## src/rtl/vending_pkg.sv

```systemverilog
`default_nettype none
// ============================================================================
// Module   : vending_pkg
// Brief    : Shared error codes, FSM encoding and default coin values for the
//            vending money intake.
// Revision : 1.0
// ============================================================================
package vending_pkg;

    localparam logic [3:0] ERR_NONE     = 4'd0;
    localparam logic [3:0] ERR_INVALID  = 4'd1;
    localparam logic [3:0] ERR_OVERFLOW = 4'd2;
    localparam logic [3:0] ERR_CNT_SAT  = 4'd3;
    localparam logic [3:0] ERR_FUNDS    = 4'd4;

    typedef enum logic [0:0] {
        ST_COLLECT = 1'b0,
        ST_REFUND  = 1'b1
    } state_t;

    // Slice i holds the value of one-hot money_type bit i.
    localparam logic [63:0] DEFAULT_DENOM_VALUES = {16'd5000, 16'd2000, 16'd1000, 16'd500};

endpackage : vending_pkg
`default_nettype wire

```

## src/rtl/denom_counter.sv

```systemverilog
`default_nettype none
// ============================================================================
// Module   : denom_counter
// Brief    : Saturating per-denomination coin counter with synchronous clear.
// Revision : 1.0
// ============================================================================
module denom_counter #(
    parameter int CNT_W = 8
) (
    input  logic             clock,
    input  logic             i_clear,
    input  logic             i_enable,
    output logic [CNT_W-1:0] o_count,
    output logic             o_sat
);

    localparam logic [CNT_W-1:0] c_max = '1;

    logic [CNT_W-1:0] r_count;

    always_ff @(posedge clock) begin
        if (i_clear) begin
            r_count <= '0;
        end else if (i_enable && !o_sat) begin
            r_count <= r_count + CNT_W'(1);
        end
    end

    assign o_count = r_count;
    assign o_sat   = (r_count == c_max);

endmodule : denom_counter
`default_nettype wire

```

## src/rtl/money_accumulator.sv

```systemverilog
`default_nettype none
// ============================================================================
// Module   : money_accumulator
// Brief    : Coin intake with per-denomination inventory, running credit,
//            purchase deduction and refund handshake.
// Revision : 1.0
// ============================================================================
module money_accumulator
    import vending_pkg::*;
#(
    parameter int                              NUM_DENOM    = 4,
    parameter int                              CNT_W        = 8,
    parameter int                              TOTAL_W      = 16,
    parameter logic [NUM_DENOM*TOTAL_W-1:0]    DENOM_VALUES = DEFAULT_DENOM_VALUES
) (
    input  logic                       clock,
    input  logic                       reset,
    input  logic                       money_valid,
    input  logic [NUM_DENOM-1:0]       money_type,
    output logic                       money_ready,
    input  logic                       deduct_valid,
    input  logic [TOTAL_W-1:0]         deduct_amount,
    output logic                       deduct_ack,
    input  logic                       refund_req,
    output logic                       refund_valid,
    output logic [TOTAL_W-1:0]         refund_amount,
    input  logic                       refund_ack,
    output logic [TOTAL_W-1:0]         total,
    output logic [NUM_DENOM*CNT_W-1:0] counts,
    output logic [3:0]                 error
);

    state_t               r_state;
    state_t               w_state_next;
    logic [TOTAL_W-1:0]   r_total;
    logic [TOTAL_W-1:0]   r_refund_amount;
    logic                 r_deduct_ack;
    logic [3:0]           r_error;

    logic                 w_collect;
    logic                 w_onehot;
    logic [TOTAL_W-1:0]   w_coin_value;
    logic                 w_coin_try;
    logic                 w_deduct_try;
    logic                 w_deduct_ok;
    logic [TOTAL_W-1:0]   w_base;
    logic [TOTAL_W:0]     w_sum;
    logic                 w_overflow;
    logic                 w_coin_ok;
    logic [NUM_DENOM-1:0] w_sat;
    logic                 w_sat_hit;
    logic [TOTAL_W-1:0]   w_total_new;
    logic                 w_err_update;
    logic [3:0]           w_err_next;

    assign w_collect    = (r_state == ST_COLLECT);
    assign w_onehot     = $onehot(money_type);
    assign w_coin_try   = w_collect && money_valid;
    assign w_deduct_try = w_collect && deduct_valid;
    // Funds are checked against the registered credit, ignoring a same-cycle coin.
    assign w_deduct_ok  = w_deduct_try && (deduct_amount <= r_total);
    assign w_base       = w_deduct_ok ? (r_total - deduct_amount) : r_total;
    assign w_sum        = {1'b0, w_base} + {1'b0, w_coin_value};
    assign w_overflow   = w_sum[TOTAL_W];
    assign w_coin_ok    = w_coin_try && w_onehot && !w_overflow;
    assign w_sat_hit    = |(money_type & w_sat);
    assign w_total_new  = w_coin_ok ? w_sum[TOTAL_W-1:0] : w_base;

    always_comb begin
        w_coin_value = '0;
        for (int i = 0; i < NUM_DENOM; i++) begin
            if (money_type[i]) begin
                w_coin_value = w_coin_value | DENOM_VALUES[i*TOTAL_W +: TOTAL_W];
            end
        end
    end

    always_comb begin
        w_err_update = 1'b1;
        w_err_next   = ERR_NONE;
        if (w_deduct_try && !w_deduct_ok) begin
            w_err_next = ERR_FUNDS;
        end else if (w_coin_try && w_onehot && w_overflow) begin
            w_err_next = ERR_OVERFLOW;
        end else if (w_coin_ok && w_sat_hit) begin
            w_err_next = ERR_CNT_SAT;
        end else if (w_coin_try && !w_onehot) begin
            w_err_next = ERR_INVALID;
        end else if (!(w_coin_try || w_deduct_ok)) begin
            w_err_update = 1'b0;
        end
    end

    genvar gi;
    generate
        for (gi = 0; gi < NUM_DENOM; gi++) begin : g_counter
            denom_counter #(
                .CNT_W (CNT_W)
            ) u_denom_counter (
                .clock    (clock),
                .i_clear  (reset),
                .i_enable (w_coin_ok && money_type[gi]),
                .o_count  (counts[gi*CNT_W +: CNT_W]),
                .o_sat    (w_sat[gi])
            );
        end
    endgenerate

    always_ff @(posedge clock) begin
        if (reset) begin
            r_state <= ST_COLLECT;
        end else begin
            r_state <= w_state_next;
        end
    end

    always_comb begin
        w_state_next = r_state;
        case (r_state)
            ST_COLLECT: if (refund_req && (w_total_new != '0)) w_state_next = ST_REFUND;
            ST_REFUND:  if (refund_ack) w_state_next = ST_COLLECT;
            default:    w_state_next = ST_COLLECT;
        endcase
    end

    always_ff @(posedge clock) begin
        if (reset) begin
            r_total         <= '0;
            r_refund_amount <= '0;
            r_deduct_ack    <= 1'b0;
            r_error         <= ERR_NONE;
        end else begin
            r_deduct_ack <= w_deduct_ok;
            if (w_err_update) begin
                r_error <= w_err_next;
            end
            if (w_collect) begin
                r_total <= w_total_new;
                if (w_state_next == ST_REFUND) begin
                    r_refund_amount <= w_total_new;
                end
            end else if (refund_ack) begin
                r_total         <= '0;
                r_refund_amount <= '0;
            end
        end
    end

    assign money_ready   = w_collect;
    assign refund_valid  = (r_state == ST_REFUND);
    assign refund_amount = r_refund_amount;
    assign deduct_ack    = r_deduct_ack;
    assign total         = r_total;
    assign error         = r_error;

endmodule : money_accumulator
`default_nettype wire

```

## config.mk

```make
export PLATFORM = sky130hd
export DESIGN_NAME = money_accumulator
export DESIGN_NICKNAME = d
export VERILOG_FILES = /design/src/rtl/vending_pkg.sv /design/src/rtl/denom_counter.sv /design/src/rtl/money_accumulator.sv
export SDC_FILE = /design/constraint.sdc
export NUM_CORES = 1
export LEC_CHECK = 0
export CAP_MARGIN = 20
export CORE_UTILIZATION = 41
export CTS_CLUSTER_DIAMETER = 100
export DETAILED_ROUTE_END_ITERATION = 12
export HOLD_SLACK_MARGIN = 0.05
export PLACE_DENSITY = 0.67
export SETUP_SLACK_MARGIN = 0.05
export SLEW_MARGIN = 20
export SYNTH_ARGS = -nofsm -noshare
export SYNTH_HDL_FRONTEND = slang
export SYNTH_HIERARCHICAL = 1
export SYNTH_SLANG_ARGS = --single-unit
```

## constraint.sdc

```tcl
create_clock -name clock -period 7.6 [get_ports clock]
set_clock_uncertainty 0.2 [all_clocks]
set_input_delay 1.9 -clock clock [delete_from_list [all_inputs] [get_ports clock]]
set_output_delay 1.9 -clock clock [all_outputs]
set_load 0.02 [all_outputs]
```

Yosys cells after proc, flatten, opt, wreduce, memory -nomap -nowiden. Index checks and enable logic that the tools add are counted.

Register bits after elaboration: 70. Input bits: 26. Output and inout port bits: 71. Word-level logic and storage cells: 79.

$add $sub $neg: 9. Magnitude comparators: 1. Equality and inequality tests: 6. Mux-type cells: 22. Bitwise operators: 2. Reductions and logical operators: 30.

Operators with widths (number): $mux 16 (6); $add 8x1->8 const B (4); $eq 8x8->1 const B (4); $logic_and 1x1->1 (18); $add 16x16->17 (1); $le 16x16->1 (1); $reduce_bool 16->1 (1); $sub 16x16->16 (1); $mux 13 (1); $mux 11 (1); $mux 10 (1); $mux 9 (1); $mux 1 (8); $logic_not 1->1 (7); $add 1x1->2 (2); $and 4x4->4 (1); $mux 2 (2); $reduce_or 4->1 (1); $add 2x2->3 (1); $eq 3x1->1 const B (1); $mux 3 (1); $ne 2x2->1 const B (1); $pmux 1 s2 (1); $reduce_and 2->1 (1); other kinds (3) (3).

Logic depth before layout (Yosys ltp). Gate-level depths: netlist of the first run.

Depth after elaboration: 14. Mapped depth: 28.

Cells and area by module. The synthesis of the first run kept the hierarchy.

By module, submodules not included: money_accumulator (instances 1, cells an instance 458, area an instance 3513.4 um2, sequential area each 740.7 um2); denom_counter (instances 4, cells an instance 51, area an instance 456.7 um2, sequential area each 160.2 um2).

Worst setup path after synthesis of the first run. OpenSTA, ideal clock, no wires.

Kind: in2reg. From: input deduct_amount[12]. To: register g_counter[2].u_denom_counter.r_count[5]. Arrival: 6.841 ns. Slack: 0.439 ns. Stages: 22. Path through: inv_1 > ha_1 > nand4_1 > nor4_2 > a221oi_4 > a31oi_4 > clkbuf_1 > mux2_2 > ha_1 > nor2b_1 > o31a_1 > o21ai_1 > nand2b_1 > a21o_1 > a21oi_1 > o31a_1 > buf_4 > clkbuf_1 > and2_1 > nand3_1 > a211oi_2 > mux2_2.

Longest elaborated chain between the ends: 8. Elaborated cells between the ends (all ways): 9. Those cells by class: 2 x add/sub; 1 x order compare; 1 x mux; 5 x reduce/logical.

RTL lines: start: declaration (RTL line money_accumulator.sv:22) `input logic [TOTAL_W-1:0] deduct_amount,`; $le 16x16->1 (RTL line money_accumulator.sv:61) `assign w_deduct_ok = w_deduct_try && (deduct_amount <= r_total);`; $logic_and 1x1->1 (RTL line money_accumulator.sv:61); $mux 16 * (RTL line money_accumulator.sv:62) `assign w_base = w_deduct_ok ? (r_total - deduct_amount) : r_total;`; $add 16x16->17 * (RTL line money_accumulator.sv:63) `assign w_sum = {1'b0, w_base} + {1'b0, w_coin_value};`; $logic_not 1->1 * (RTL line money_accumulator.sv:65) `assign w_coin_ok = w_coin_try && w_onehot && !w_overflow;`; $logic_and 1x1->1 * (RTL line money_accumulator.sv:65); $logic_and 1x1->1 * (RTL line money_accumulator.sv:102) `.i_enable (w_coin_ok && money_type[gi]),`; $logic_and 1x1->1 * (RTL line denom_counter.sv:24) `end else if (i_enable && !o_sat) begin`; end signal: assignment (RTL line denom_counter.sv:25) `r_count <= r_count + CNT_W'(1);`; end: declaration (RTL line denom_counter.sv:19) `logic [CNT_W-1:0] r_count;`.

Every way passes the cells marked *; elsewhere a longest branch is shown, timed or not. A chain may end at the register's enable or synchronous reset.

Worst setup path in the final report of the first run.
From: input deduct_amount[13]. To: register r_refund_amount[5], in the netlist refund_amount[5].

Longest elaborated chain between the ends: 13. Elaborated cells between the ends (all ways): 16. Those cells by class: 2 x add/sub; 1 x order compare; 6 x mux; 7 x reduce/logical.

RTL lines: $le 16x16->1 (RTL line money_accumulator.sv:61); $logic_and 1x1->1 (RTL line money_accumulator.sv:61); $mux 16 * (RTL line money_accumulator.sv:62); $add 16x16->17 (RTL line money_accumulator.sv:63); $logic_not 1->1 (RTL line money_accumulator.sv:65); $logic_and 1x1->1 (RTL line money_accumulator.sv:65); $mux 16 * (RTL line money_accumulator.sv:67) `assign w_total_new = w_coin_ok ? w_sum[TOTAL_W-1:0] : w_base;`; $reduce_bool 16->1 (RTL line money_accumulator.sv:120) `ST_COLLECT: if (refund_req && (w_total_new != '0)) w_state_next = ST_REFUND;`; $logic_and 1x1->1 (RTL line money_accumulator.sv:120); $mux 1 (RTL line money_accumulator.sv:120); $pmux 1 s2 (RTL line money_accumulator.sv:119) `case (r_state)`; $reduce_bool 2->1 (no line); $reduce_and 2->1 (no line); end signal: assignment (RTL line money_accumulator.sv:140) `r_refund_amount <= w_total_new;`; end: declaration (RTL line money_accumulator.sv:36) `logic [TOTAL_W-1:0] r_refund_amount;`.

Every way passes the cells marked *; elsewhere a longest branch is shown, timed or not. The select of a mux whose other input is x is not followed.

==> flow_metrics.env, run 1 <==
export IMPL_grt_pass1_wl_um=24800
export IMPL_power_density_nw_per_um2=201
export IMPL_postLayoutCoreUtil=0.548
export IMPL_tightest_slew_ns=1.06
export IMPL_seqPwrFrac=0.293
export IMPL_num_rows=41
export IMPL_final_area_um2=6940
export IMPL_area_delta_synth_final_pct=30.0
export IMPL_ant_nets=0
export IMPL_power_frac_clock=0.300
export IMPL_synth_distinct_cells=64
export IMPL_cts_setup_buffers=0
export IMPL_coreArea_um2=12700
export IMPL_dr_total_vias=5305
export IMPL_wl_per_cell_um=16.0
export IMPL_grt_max_degree=68
export IMPL_max_slew_margin_rel=0.294
export IMPL_drtIter0Drc=364
export IMPL_place_area_um2=6620
export IMPL_swShare=0.357
export IMPL_synth_edf_count=0
export IMPL_synth_warnings=6
export IMPL_synth_top_area_frac=0.259
export IMPL_peakVddDrop_mv=0.134
export IMPL_fmax_mhz=139
export IMPL_ys_flop_type="dfxtp_1"
export IMPL_switchingPower_mw=0.496
export IMPL_fin_crit_ns=7.22
export IMPL_clk_path_buf_depth=2
export IMPL_synth_nets=724
export IMPL_synth_cells=662
export IMPL_track_usage=0.234
export IMPL_dieArea_um2=13500
export IMPL_gp_congestion=0.896
export IMPL_ys_ff_latch=69
export IMPL_insertion_delay_ns=0.34
export IMPL_holdCritPathClass="flop to flop"
export IMPL_clk_pin_slew_ns=0.06
export IMPL_cts_sinks=69
export IMPL_combPwrFrac=0.407
export IMPL_worstPathMaxFanout=6
export IMPL_die_h_um=116
export IMPL_dpl_hpwl_um=11700
export IMPL_routed_wl_um=15200
export IMPL_netlist_area_um2=5340
export IMPL_setup_violations_final=0
export IMPL_cts_tree="yes"
export IMPL_finalHoldViolCount=0
export IMPL_grt_pass1_vias=5028
export IMPL_die_x_um=116
export IMPL_drc=0
export IMPL_worstSetupEndpointType="flop"
export IMPL_antenna_found_initial=0
export IMPL_synth_top_area_cell="dfxtp_1"
export IMPL_first_pass_iters=5
export IMPL_required_ns=7.65
export IMPL_p_int_mw=0.895
export IMPL_slew_violations=0
export IMPL_p_leak_nw=2.64
export IMPL_yosysSeqAreaShare=0.259
export IMPL_cp_arrival_ns=7.27
export IMPL_critPathKind="input pin to flop"
export IMPL_ctsHtreeMaxLevel=3
export IMPL_rsz0062_at_grt="no"
export IMPL_root_buffer="clkbuf_16"
export IMPL_cts_buffers=9
export IMPL_avgSynthCellArea_um2=8.07
export IMPL_start_util=0.421
export IMPL_drive_gt1_frac=0.141
export IMPL_portBuffers=95
export IMPL_final_nets=836
export IMPL_outcome="completed"
export IMPL_period_share=0.950
export IMPL_cap_viol_max_count=0
export IMPL_ctsResizeCount=0
export IMPL_synthTopCellsByArea="dfxtp_1 (26%), ha_1 (7.7%), nand2_1 (4.6%), a21oi_1 (3.7%), inv_1 (3.7%)"
export IMPL_grt_overflow_total=0
export IMPL_hold_buffers=0
export IMPL_antenna_cells=0
export IMPL_ios=97
export IMPL_startpoint_type="input pin"
export IMPL_synthArstFlopShare=0
export IMPL_viasPerCell=5.58
==> cells by family after synthesis <==
| group | synth area share |
|---|---|
| flops | 0.259 |
| other cells | 0.000702 |
| xor+xnor | 0.0344 |
| mux | 0.0480 |
| simple gates | 0.237 |
| fa+ha+maj | 0.0886 |
| buf+inv | 0.0719 |
| compound gates | 0.261 |
==> layout by cell type, fill, tap and decap left out, types with 4 or more instances in the layout <==
cell type	instances
clkdlybuf4s50_1	94
dfxtp_1	69
nand2_1	66
inv_1	52
nor2_1	46
buf_4	40
a21oi_1	38
ha_1	33
o21ai_0	25
nor3_1	21
nand3_1	20
nand4_1	17
and3_1	16
nand2b_1	15
a211oi_1	14
o22a_1	14
xnor2_1	11
mux2i_1	11
o21a_1	10
xor2_1	10
nor2b_1	10
nor4_1	10
o22ai_2	10
mux2_2	9
clkbuf_16	9
a21o_1	7
o31a_1	7
o22ai_1	6
a31oi_4	5
a211oi_2	5
or3_1	5
a311oi_1	5
nand3_2	5
a21oi_2	4
or2_2	4
and3_2	4
mux2_1	4
==> cell type report <==
class / instances / area, µm²
Fill cell: 1177 / 5730
Multi-Input combinational cell: 506 / 3600
Sequential cell: 69 / 1380
Timing Repair Buffer: 135 / 1250
Clock buffer: 12 / 246
Tap cell: 172 / 215
Inverter: 53 / 199
Clock inverter: 4 / 47.5
==> worst max-delay path, stage by stage <==
cell and delay [ns]:
clkdlybuf4s50_1 0.46, inv_1 0.04, ha_1 0.37, nand4_1 0.23, nor4_4 0.37, a221oi_4 0.10, buf_4 0.17, a31oi_4 0.25
mux2_2 0.39, ha_1 0.29, buf_4 0.12, o21ai_0 0.10, o21a_1 0.22, o21ai_0 0.30, nand2_1 0.14, or4b_1 0.47
or3_1 0.34, a21o_1 0.22, a2111oi_4 0.31, a21oi_2 0.17, buf_4 0.21, o22ai_2 0.09
==> metrics by stage <==
| step | power (mW) | hold WS, ns | setup slack (ns) | instances | setup TNS (ns) |
|---|---|---|---|---|---|
| after global routing | 1.47 | 0.277 | 0.0891 | 951 | 0 |
| after CTS | 1.39 | 0.256 | 0.273 | 951 | 0 |
| final | 1.39 | 0.252 | 0.381 | 951 | 0 |
| after detailed placement | 0.970 | 0.248 | -0.0705 | 935 | -0.701 |
| after floorplan | 0.775 | 0.330 | 0.439 | 662 | 0 |
| after global placement | 0.962 | 0.242 | 0.0816 | 935 | 0 |
==> path summary, 6_finish.rpt <==
| check | startpoint | endpoint | slack [ns] | cells after the start |
|---|---|---|---|---|
| hold reg to reg | error[2] | error[2] | 0.25 | 2 |
| hold / removal | error[2] | error[2] | 0.25 | 2 |
| setup / recovery | deduct_amount[13] | refund_amount[5] | 0.38 | 22 |
| setup reg to reg | total[13] | refund_amount[5] | 2.03 | 20 |
==> registers in the layout, indices dropped and copies added, names as in the netlist <==
name                               flops
g_counter.u_denom_counter/o_count     32
refund_amount                         16
total                                 16
error                                  3
deduct_ack                             1
refund_valid                           1
==> cells in the mapped netlist (all sizes together), types with 2 or more instances <==
| library cell | instances |
|---|---|
| a211oi | 19 |
| a21o | 7 |
| a21oi | 42 |
| a22oi | 2 |
| a311oi | 5 |
| a31o | 2 |
| a31oi | 9 |
| a32o | 2 |
| and2 | 2 |
| and3 | 20 |
| buf | 17 |
| clkbuf | 17 |
| dfxtp | 69 |
| fa | 3 |
| ha | 33 |
| inv | 52 |
| mux2 | 13 |
| mux2i | 11 |
| nand2 | 66 |
| nand2b | 15 |
| nand3 | 25 |
| nand4 | 17 |
| nor2 | 46 |
| nor2b | 10 |
| nor3 | 21 |
| nor4 | 11 |
| o211ai | 3 |
| o21a | 10 |
| o21ai | 27 |
| o21bai | 3 |
| o22a | 14 |
| o22ai | 16 |
| o31a | 7 |
| o31ai | 4 |
| or2 | 5 |
| or3 | 5 |
| xnor2 | 11 |
| xor2 | 10 |
==> per-layer routing <==
layer / track usage / up-vias / wire [µm]
li1: - / 2617 / -
met1: 0.319 / 2483 / 7180
met2: 0.372 / 177 / 6880
met3: 0.0420 / 28 / 840
met4: 0.0778 / 0 / 316
met5: 0 / - / 0
==> power groups by stage <==
stage                     registers (mW)  logic, mW  clock network (mW)
after CTS                          0.407      0.560               0.427
after floorplan                    0.434      0.342                   0
final                              0.407      0.567               0.418
after detailed placement           0.414      0.556                   0
after global routing               0.409      0.616               0.443
after global placement             0.414      0.548                   0
Power figures use the tool's default switching activity.
==> run 2: changes to the inputs <==
Settings changed: GPL_TIMING_DRIVEN set to 0.
==> run 2 against run 1 <==
Effect of this change: critical path depth increased by 3; sequential power about the same; worst hold slack improved by 0.0092 ns; non-clock buffer count increased by 7; critical endpoint is now refund_valid; largest power group unchanged; highest routed layer unchanged.
==> flow_metrics.env, run 2 (synthesis gave the netlist of run 1 again) <==
export IMPL_drive_gt1_frac=0.148
export IMPL_final_nets=843
export IMPL_fin_total_pwr_mw=1.45
export IMPL_finalHoldViolCount=0
export IMPL_worstPathMaxFanout=7
export IMPL_cts_buffers=9
export IMPL_fmax_mhz=134
export IMPL_peakVddDrop_mv=0.177
export IMPL_ios=97
export IMPL_dieArea_um2=13500
export IMPL_fin_crit_ns=7.45
export IMPL_start_util=0.421
export IMPL_cp_arrival_ns=7.46
export IMPL_crit_path_max_incr_delay_ns=0.50
export IMPL_holdCritPathClass="flop to flop"
export IMPL_startpoint_type="input pin"
export IMPL_ant_nets=0
export IMPL_grt_max_degree=14
export IMPL_clk_pin_slew_ns=0.06
export IMPL_dr_total_vias=5354
export IMPL_die_h_um=116
export IMPL_place_area_um2=6500
export IMPL_antenna_found_initial=0
export IMPL_p_leak_nw=2.65
export IMPL_first_pass_iters=5
export IMPL_area_delta_synth_final_pct=31.9
export IMPL_final_cell_mix="clkdlybuf4s50_1 (94), dfxtp_1 (69), nand2_1 (65)"
export IMPL_slowest_stage="or4b_1"
export IMPL_tightest_slew_ns=0.744
export IMPL_largest_reg_flops=32
export IMPL_root_buffer="clkbuf_16"
export IMPL_coreArea_um2=12700
export IMPL_routed_wl_um=15800
export IMPL_grt_pass1_vias=5055
export IMPL_drc=0
export IMPL_wl_per_cell_um=16.5
export IMPL_viasPerCell=5.59
export IMPL_cts_tree="yes"
export IMPL_ctsHtreeMaxLevel=3
export IMPL_max_slew_margin_rel=0.490
export IMPL_cp_common_cell="buf_4"
export IMPL_num_rows=41
export IMPL_holdWs_ns=0.261
export IMPL_power_density_nw_per_um2=206
export IMPL_period_share=0.981
export IMPL_required_ns=7.61
export IMPL_dpl_hpwl_um=11800
export IMPL_final_common_cell="clkdlybuf4s50_1"
export IMPL_setup_violations_final=0
export IMPL_worstSetupEndpointType="flop"
export IMPL_antenna_cells=0
export IMPL_portBuffers=94
export IMPL_slew_violations=0
export IMPL_critPathKind="input pin to flop"
export IMPL_dp_cells=928
export IMPL_clk_path_buf_depth=2
export IMPL_grt_pass1_wl_um=25200
export IMPL_outcome="completed"
export IMPL_instances_no_fill=958
export IMPL_track_usage=0.239
export IMPL_grt_overflow_total=0
export IMPL_insertion_delay_ns=0.34
export IMPL_die_x_um=116
export IMPL_hold_buffers=0
export IMPL_postLayoutCoreUtil=0.556
export IMPL_drtIter0Drc=335
export IMPL_cts_sinks=69
export IMPL_final_area_um2=7040
export IMPL_cap_viol_max_count=0
export IMPL_gp_congestion=0.885
run 2: changes by cell type in the layout (fill, tap and decap cells not counted), moves of 4 or more:
cell / change
buf_4: -22
clkbuf_1: +12
buf_6: +9
buf_2: +4
o21ai_0: -4
o21ai_2: +4
run 2: final cells by class:
class | instances | area [µm²]
fill | 1184 | 5630
multi-input combinational | 506 | 3650
sequential | 69 | 1380
timing repair buffer | 108 | 1050
clock buffer | 9 | 225
buffer | 34 | 224
tap | 172 | 215
inverter | 53 | 199
clock inverter | 7 | 98.8
run 2: routing by layer:
metal  global-route usage  vias to the layer above  wire [µm]
li1                     -                     2639          -
met1                0.325                     2536       7310
met2                0.383                      160       7350
met3               0.0467                       19        868
met4               0.0675                        0        246
met5                    0                        -          0
run 2: worst paths after layout:
| check | start | to | slack (ns) | cells after the start |
|---|---|---|---|---|
| max | deduct_amount[6] | refund_valid | 0.15 | 25 |
| min | error[2] | error[2] | 0.26 | 2 |
| max reg2reg | total[6] | refund_valid | 1.81 | 23 |
| min reg2reg | error[2] | error[2] | 0.26 | 2 |
run 2: timing repair:
item                       in CTS  in global routing
resized for setup              15                 27
setup endpoints to repair      56                 45
buffers inserted                6                  8
pin swaps                       6                  9
cloned                          0                  0
run 2: report_power, final:
group	switching (mW)	total (mW)	internal [mW]
clock	0.173	0.462	0.289
combinational	0.328	0.579	0.250
sequential	0.0229	0.407	0.384
run 2: through the flow:
stage | setup TNS [ns] | worst slack, ns
4_1_cts | 0 | 0.0676
6_report | 0 | 0.148
3_3_place_gp | -37.50 | -0.946
5_1_grt | -0.113 | -0.0251
3_5_place_dp | -38.04 | -0.925
2_1_floorplan | 0 | 0.439
run 2: critical path: cells and delay by family:
family,cells,cell delay (ns)
AND/OR/NAND/NOR,6,1.53
adder cells (fa/ha/maj),2,0.50
AO/OA/AOI/OAI,9,1.81
buffers and inverters,7,1.32
multiplexers,1,0.38
